[src/rtl/altair_pkg.sv]
// Shared constants and state encoding for the Altair front-panel loader.
package altair_pkg;

  localparam logic [7:0] SYNC_BYTE = 8'hA5;
  localparam int         CNT_WIDTH = 16;

  typedef enum logic [2:0] {
    ST_IDLE,
    ST_ADDR_HI,
    ST_ADDR_LO,
    ST_CNT_HI,
    ST_CNT_LO,
    ST_DATA_HI,
    ST_DATA_LO,
    ST_CHECK
  } loader_state_t;

endpackage

[src/rtl/altair_loader_if.sv]
// Byte-stream input, instruction-memory write port and CPU status lines of the loader.
interface altair_loader_if #(
  parameter int ADDR_WIDTH = 14
);
  logic [7:0]            rx_data;
  logic                  rx_valid;
  logic                  rx_ready;
  logic                  altair_we;
  logic [ADDR_WIDTH-1:0] altair_waddr;
  logic [15:0]           altair_wdata;
  logic                  cpu_hold;
  logic                  load_done;
  logic                  load_error;

  modport master (
    input  rx_data, rx_valid,
    output rx_ready, altair_we, altair_waddr, altair_wdata,
           cpu_hold, load_done, load_error
  );

  modport slave (
    output rx_data, rx_valid,
    input  rx_ready, altair_we, altair_waddr, altair_wdata,
           cpu_hold, load_done, load_error
  );
endinterface

[src/rtl/altair_timeout.sv]
// Inter-byte idle counter; pulses expired on the cycle the idle run reaches TIMEOUT_CYCLES.
module altair_timeout #(
  parameter int unsigned TIMEOUT_CYCLES = 1000000
) (
  input  logic clk,
  input  logic rst,
  input  logic active,
  input  logic kick,
  output logic expired
);

  logic [31:0] cnt_q, cnt_d;
  logic        hit;

  always_comb begin
    // cnt_q counts idle edges already seen, so this edge is idle edge number cnt_q+1.
    hit   = (TIMEOUT_CYCLES != 0) && active && !kick && (cnt_q == TIMEOUT_CYCLES - 1);
    cnt_d = cnt_q + 32'd1;
    if (!active || kick || hit) begin
      cnt_d = '0;
    end
  end

  always_ff @(posedge clk or posedge rst) begin
    if (rst) begin
      cnt_q <= '0;
    end else begin
      cnt_q <= cnt_d;
    end
  end

  assign expired = hit;

endmodule

[src/rtl/altair_loader.sv]
// Framed byte-stream loader: parses packets, writes 16-bit words to instruction memory, verifies XOR checksum.
module altair_loader
  import altair_pkg::*;
#(
  parameter int          ADDR_WIDTH     = 14,
  parameter int unsigned TIMEOUT_CYCLES = 1000000
) (
  input  logic            clk,
  input  logic            rst,
  altair_loader_if.master bus
);

  loader_state_t         state_q, state_d;
  logic [ADDR_WIDTH-1:0] addr_q, addr_d;
  logic [CNT_WIDTH-1:0]  cnt_q, cnt_d;
  logic [7:0]            xor_q, xor_d;
  logic [7:0]            byte_q, byte_d;
  logic                  we_q, we_d;
  logic [ADDR_WIDTH-1:0] waddr_q, waddr_d;
  logic [15:0]           wdata_q, wdata_d;
  logic                  hold_q, hold_d;
  logic                  done_q, done_d;
  logic                  err_q, err_d;
  logic                  rdy_q;
  logic                  accept;
  logic                  expired;

  assign accept = bus.rx_valid && rdy_q;

  altair_timeout #(
    .TIMEOUT_CYCLES(TIMEOUT_CYCLES)
  ) u_timeout (
    .clk    (clk),
    .rst    (rst),
    .active (state_q != ST_IDLE),
    .kick   (accept),
    .expired(expired)
  );

  always_comb begin
    state_d = state_q;
    addr_d  = addr_q;
    cnt_d   = cnt_q;
    xor_d   = xor_q;
    byte_d  = byte_q;
    we_d    = 1'b0;
    waddr_d = waddr_q;
    wdata_d = wdata_q;
    hold_d  = hold_q;
    done_d  = 1'b0;
    err_d   = err_q;

    if (expired) begin
      err_d   = 1'b1;
      state_d = ST_IDLE;
    end else if (accept) begin
      // byte_q holds whichever high byte (address, count or data) the next byte completes.
      if (state_q != ST_IDLE && state_q != ST_CHECK) begin
        xor_d = xor_q ^ bus.rx_data;
      end
      case (state_q)
        ST_IDLE: begin
          if (bus.rx_data == SYNC_BYTE) begin
            hold_d  = 1'b1;
            err_d   = 1'b0;
            xor_d   = '0;
            state_d = ST_ADDR_HI;
          end
        end
        ST_ADDR_HI: begin
          byte_d  = bus.rx_data;
          state_d = ST_ADDR_LO;
        end
        ST_ADDR_LO: begin
          addr_d  = ADDR_WIDTH'({byte_q, bus.rx_data});
          state_d = ST_CNT_HI;
        end
        ST_CNT_HI: begin
          byte_d  = bus.rx_data;
          state_d = ST_CNT_LO;
        end
        ST_CNT_LO: begin
          cnt_d   = {byte_q, bus.rx_data};
          state_d = ({byte_q, bus.rx_data} == '0) ? ST_CHECK : ST_DATA_HI;
        end
        ST_DATA_HI: begin
          byte_d  = bus.rx_data;
          state_d = ST_DATA_LO;
        end
        ST_DATA_LO: begin
          we_d    = 1'b1;
          waddr_d = addr_q;
          wdata_d = {byte_q, bus.rx_data};
          addr_d  = addr_q + ADDR_WIDTH'(1);
          cnt_d   = cnt_q - CNT_WIDTH'(1);
          state_d = (cnt_q == CNT_WIDTH'(1)) ? ST_CHECK : ST_DATA_HI;
        end
        ST_CHECK: begin
          if (bus.rx_data == xor_q) begin
            done_d = 1'b1;
            hold_d = 1'b0;
          end else begin
            err_d  = 1'b1;
          end
          state_d = ST_IDLE;
        end
        default: state_d = ST_IDLE;
      endcase
    end
  end

  always_ff @(posedge clk or posedge rst) begin
    if (rst) begin
      state_q <= ST_IDLE;
      addr_q  <= '0;
      cnt_q   <= '0;
      xor_q   <= '0;
      byte_q  <= '0;
      we_q    <= 1'b0;
      waddr_q <= '0;
      wdata_q <= '0;
      hold_q  <= 1'b0;
      done_q  <= 1'b0;
      err_q   <= 1'b0;
      rdy_q   <= 1'b0;
    end else begin
      state_q <= state_d;
      addr_q  <= addr_d;
      cnt_q   <= cnt_d;
      xor_q   <= xor_d;
      byte_q  <= byte_d;
      we_q    <= we_d;
      waddr_q <= waddr_d;
      wdata_q <= wdata_d;
      hold_q  <= hold_d;
      done_q  <= done_d;
      err_q   <= err_d;
      rdy_q   <= 1'b1;
    end
  end

  assign bus.rx_ready     = rdy_q;
  assign bus.altair_we    = we_q;
  assign bus.altair_waddr = waddr_q;
  assign bus.altair_wdata = wdata_q;
  assign bus.cpu_hold     = hold_q;
  assign bus.load_done    = done_q;
  assign bus.load_error   = err_q;

endmodule

[src/flat_wrapper.sv]
// flat-port wrapper written by rule: the top's interface ports become plain ports
module altair_loader_flat import altair_pkg::*;
#(
  parameter int          ADDR_WIDTH     = 14,
  parameter int unsigned TIMEOUT_CYCLES = 1000000
)
  (clk, rst, bus_rx_data, bus_rx_valid, bus_rx_ready, bus_altair_we, bus_altair_waddr, bus_altair_wdata, bus_cpu_hold, bus_load_done, bus_load_error);
  altair_loader_if #(.ADDR_WIDTH(ADDR_WIDTH)) bus_i ();
  input  logic clk;
  input  logic rst;
  input wire logic [$bits(bus_i.rx_data)-1:0] bus_rx_data;
  input wire logic [$bits(bus_i.rx_valid)-1:0] bus_rx_valid;
  output wire logic [$bits(bus_i.rx_ready)-1:0] bus_rx_ready;
  output wire logic [$bits(bus_i.altair_we)-1:0] bus_altair_we;
  output wire logic [$bits(bus_i.altair_waddr)-1:0] bus_altair_waddr;
  output wire logic [$bits(bus_i.altair_wdata)-1:0] bus_altair_wdata;
  output wire logic [$bits(bus_i.cpu_hold)-1:0] bus_cpu_hold;
  output wire logic [$bits(bus_i.load_done)-1:0] bus_load_done;
  output wire logic [$bits(bus_i.load_error)-1:0] bus_load_error;
  assign bus_i.rx_data = bus_rx_data;
  assign bus_i.rx_valid = bus_rx_valid;
  assign bus_rx_ready = bus_i.rx_ready;
  assign bus_altair_we = bus_i.altair_we;
  assign bus_altair_waddr = bus_i.altair_waddr;
  assign bus_altair_wdata = bus_i.altair_wdata;
  assign bus_cpu_hold = bus_i.cpu_hold;
  assign bus_load_done = bus_i.load_done;
  assign bus_load_error = bus_i.load_error;
  altair_loader #(.ADDR_WIDTH(ADDR_WIDTH), .TIMEOUT_CYCLES(TIMEOUT_CYCLES)) u_core (.clk(clk), .rst(rst), .bus(bus_i));
endmodule
[config.mk]
export PLATFORM = sky130hd
export DESIGN_NAME = altair_loader_flat
export DESIGN_NICKNAME = d
export VERILOG_FILES = /design/src/rtl/altair_pkg.sv /design/src/rtl/altair_loader_if.sv /design/src/rtl/altair_timeout.sv /design/src/rtl/altair_loader.sv /design/src/flat_wrapper.sv
export SDC_FILE = /design/constraint.sdc
export NUM_CORES = 1
export LEC_CHECK = 0
export BUFFER_PORTS_ARGS = -buffer_cell sky130_fd_sc_hd__buf_2
export CORE_ASPECT_RATIO = 0.6
export CORE_UTILIZATION = 23
export DETAILED_ROUTE_END_ITERATION = 16
export RECOVER_POWER = 100
export SYNTH_ARGS = -nofsm -noshare
export SYNTH_HDL_FRONTEND = slang
export SYNTH_SLANG_ARGS = --single-unit
[constraint.sdc]
create_clock -name clk -period 3.3 [get_ports clk]
set_input_delay 0.33 -clock clk [delete_from_list [all_inputs] [get_ports clk]]
set_output_delay 0.33 -clock clk [all_outputs]
set_load 0.03 [all_outputs]
==> summary.txt <==
Outcome
  • Outcome: completed

Drt
  • Initial drt markers: about 400
  • Post-DR vias/cell: 4.75
  • Final ANT Viol Nets: 0
  • Post-Route WL: roughly 16000 um
  • First-pass detailed-route iteration total: 5
  • DR vias: 4800
  • Drc violations: 0
  • WL/cell: between 15 and 20 um

Worst hold path
  • Worst Hold Class: in2async

STA
  • Number of failing hold endpoints at the final stage: 0
  • Finish-stage setup viols: 0
  • Least-Margin Pin Slew: 951 ps
  • Fin crit period: 2380 ps
  • PnR worst setup slack: 916 ps
  • RSZ-0062 raised after global routing: false
  • Fmax: 419 MHz
  • Fin crit share: 0.722
  • Setup TNS: 0 ps
  • Max-slew headroom: 0.364
  • Slew Viols, Final: 0
  • Clock skew: 12.7 ps

Floorplanning
  • Cell Rows: 44
  • Io pins: 46
  • Die width: 206 um
  • Core area: roughly 24000 um^2
  • DIE AREA: 25600 um^2
  • Starting Density: 0.236
  • Die Span Y: 124 um

Critical path
  • WP data required: 3650 ps
  • CP Max Fanout: 17
  • Crit-path max cell delay: 590 ps
  • Setup crit start kind: flip-flop
  • WS Path Type: reg2reg
  • Arrival time worst endpoint: 2730 ps
  • CP max stage cell: clkbuf_1
  • Worst setup EP type: flip-flop
  • CP cell instances: and2_0 -> nand2_1 -> inv_1 -> clkbuf_1 -> nand2_1 -> nand2_1
  • Most frequent cell on the critical path: nand2_1

Global routing
  • Number of global-route vias before repair: 4446
  • Total grt overflow: 0
  • Largest net degree at the start of global routing: 117
  • Global-route wire length before repair: 26000 um
  • Overall routing resource usage: 0.132
  • Antenna violations before repair: 1

Clock network
  • Clk sink count: 116
  • H-tree depth: 4
  • CTS Buf Count: 17
  • Post-CTS Setup Repair Bufs: 0
  • CTS Buffer Depth: 2
  • Post-CTS Hold Buffers: 0
  • CTS tree: built
  • Post-cts gate resize count: 0
  • Root buf cell: clkbuf_16
  • Clk_lat worst skew: 410 ps
  • Clk slew on worst S/H paths: 60 ps

Cells and area
  • Final instance area: slightly below 7000 um^2
  • Final net count: 690
  • P&R area growth vs syn: 20.0%
  • Most frequent cells in the layout: 132 x nand2_1, 116 x dfrtp_1, 80 x nor2_1
  • Commonest non-fill, non-tap cell in the layout: nand2_1
  • Fraction of layout cells with a size suffix above 1: 0.0887
  • Ant. Diodes: 0

Synth
  • Post-synth ARST share: 1.00
  • Mapped Cells: 633
  • Yosys Warn Count: 0
  • Synthesized area: approximately 5700 um^2
  • Distinct cells, synth: 56
  • Synth Flop Type: dfrtp_1
  • Syn Nets: 648
  • Syn avg cell area: between 9 and 10 um^2
  • FF+latch count, synth: 116
  • Post-synth EDFFs: 0
  • Sequential fraction of the synthesis area: 0.506

Place
  • Routability cong.: 0.845
  • Post-place setup slack: 1030 ps
  • I/O Buffers: 45
  • Placed cell areas: 6320 um^2
  • Post-DP HPWL: 11100 um

Power
  • Clock power frac: 0.367
  • VDD IR max: 316 uV
  • P_int: 3520 uW
  • Sequential share of power: 0.411
  • Power density over the cells: 789 nW/um^2
  • NetSw: 1920 uW
  • Leak: 0.00299 uW
  • Sw frac: 0.353
  • Combinational power share: 0.222

Run
  • Max Cap Viol: 0
## sequential cells by signal (all words and copies together), names as in the netlist, 3 cells and up
register	count
u_core.bus.altair_waddr	14
u_core.u_timeout.cnt_q	32
u_core.xor_q	8
u_core.cnt_q	16
u_core.bus.altair_wdata	16
u_core.byte_q	8
u_core.state_q	3
u_core.addr_q	14
## synth_stat cells, drive strengths merged (2+ instances only)
| master | number | area, um^2 |
|---|---|---|
| nor4 | 18 | 119 |
| a31oi | 8 | 50.1 |
| o22a | 6 | 52.6 |
| and3 | 13 | 81.3 |
| buf | 9 | 57.6 |
| ha | 4 | 50.1 |
| nor3b | 2 | 15.0 |
| clkbuf | 24 | 90.1 |
| nand2 | 133 | 507 |
| and4 | 4 | 35.0 |
| a2bb2oi | 2 | 17.5 |
| nor4b | 3 | 26.3 |
| xor2 | 35 | 307 |
| nor2 | 80 | 300 |
| o21ai | 23 | 115 |
| and2 | 3 | 18.8 |
| or4 | 5 | 41.3 |
| a211oi | 4 | 30.0 |
| inv | 8 | 30.0 |
| nand3 | 22 | 110 |
| nor3 | 17 | 95.1 |
| or3 | 2 | 12.5 |
| xnor2 | 12 | 105 |
| dfrtp | 116 | 2900 |
| a22oi | 3 | 22.5 |
| nand3b | 3 | 22.5 |
| mux2 | 8 | 90.1 |
| a21oi | 22 | 110 |
| o22ai | 2 | 12.5 |
| nor2b | 3 | 18.8 |
| nand4 | 16 | 100 |
| o32ai | 3 | 26.3 |
| o211ai | 3 | 22.5 |
## critical path: cells and delay by family, from the launching register on
| family | cells | cell delay [ps] |
|---|---|---|
| flip-flops | 1 | 390 |
| AND/OR/NAND/NOR | 4 | 890 |
| buffers and inverters | 2 | 1050 |
## through the flow
| step | utilization | std cells | total power (uW) | hold WS (ps) |
|---|---|---|---|---|
| 3_5_place_dp | 0.260 | 978 | 3470 | 461 |
| 4_1_cts | 0.286 | 1010 | 5490 | 133 |
| 5_1_grt | 0.283 | 1010 | 5770 | 149 |
| 2_1_floorplan | - | 633 | 3060 | 435 |
| 6_report | 0.283 | 1010 | 5440 | 88.6 |
| 3_3_place_gp | 0.260 | 978 | 3440 | 455 |
## cell type report
cell class	count	area (um^2)
tap	322	403
sequential	116	2900
multi-input combinational	476	2650
timing repair buffer	56	265
inverter	8	31.3
fill	2590	17400
clock inverter	11	174
clock buffer	21	460
## final timing paths
| kind | startpoint | endpoint | slack, ps | depth (start not counted) |
|---|---|---|---|---|
| setup / recovery | u_core.bus.rx_ready$_DFF_PP0_ | u_core.bus.altair_waddr[7]$_DFFE_PP0P_ | 920 | 6 |
| max in group asynchronous | rst | u_core.cnt_q[1]$_DFFE_PP0P_ | 2670 | 3 |
| min in group clk | bus_rx_data[1] | u_core.bus.altair_wdata[1]$_DFFE_PP0P_ | 240 | 3 |
| hold / removal | rst | u_core.bus.altair_waddr[5]$_DFFE_PP0P_ | 90 | 3 |
| hold reg to reg | u_core.bus.altair_wdata[8]$_DFFE_PP0P_ | u_core.bus.altair_wdata[8]$_DFFE_PP0P_ | 470 | 2 |
| setup reg to reg | u_core.bus.rx_ready$_DFF_PP0_ | u_core.bus.altair_waddr[7]$_DFFE_PP0P_ | 920 | 6 |
## per-layer routing
layer,vias to the layer above,GRT usage,share of wire
met5,-,0,0
li1,2285,-,-
met3,8,0.0484,0.079
met1,2359,0.213,0.55
met4,0,0.0350,0.0047
met2,148,0.155,0.37
## power by group through the flow
| stage | registers [uW] | logic [uW] | clock network (uW) |
|---|---|---|---|
| after detailed placement | 2230 | 1230 | 0 |
| after floorplan | 2200 | 854 | 0 |
| final | 2240 | 1200 | 1990 |
| after CTS | 2220 | 1240 | 2040 |
| after global placement | 2230 | 1210 | 0 |
| after global routing | 2300 | 1360 | 2110 |
## cell families (layout without fill, tap and decap cells)
group                      after synthesis  after routing  synth area share
other                                    1              1          0.000654
DFF                                    116            116             0.506
xor gates and xnor gates                47             47            0.0717
muxes                                    9              9            0.0174
and+or+nand+nor                        328            328             0.268
adders and majority gates                4              4           0.00872
AOI/OAI and AO/OA                       87             87            0.0970
buffers and inverters                   41             96            0.0310
(Power assumes the default switching activity.)
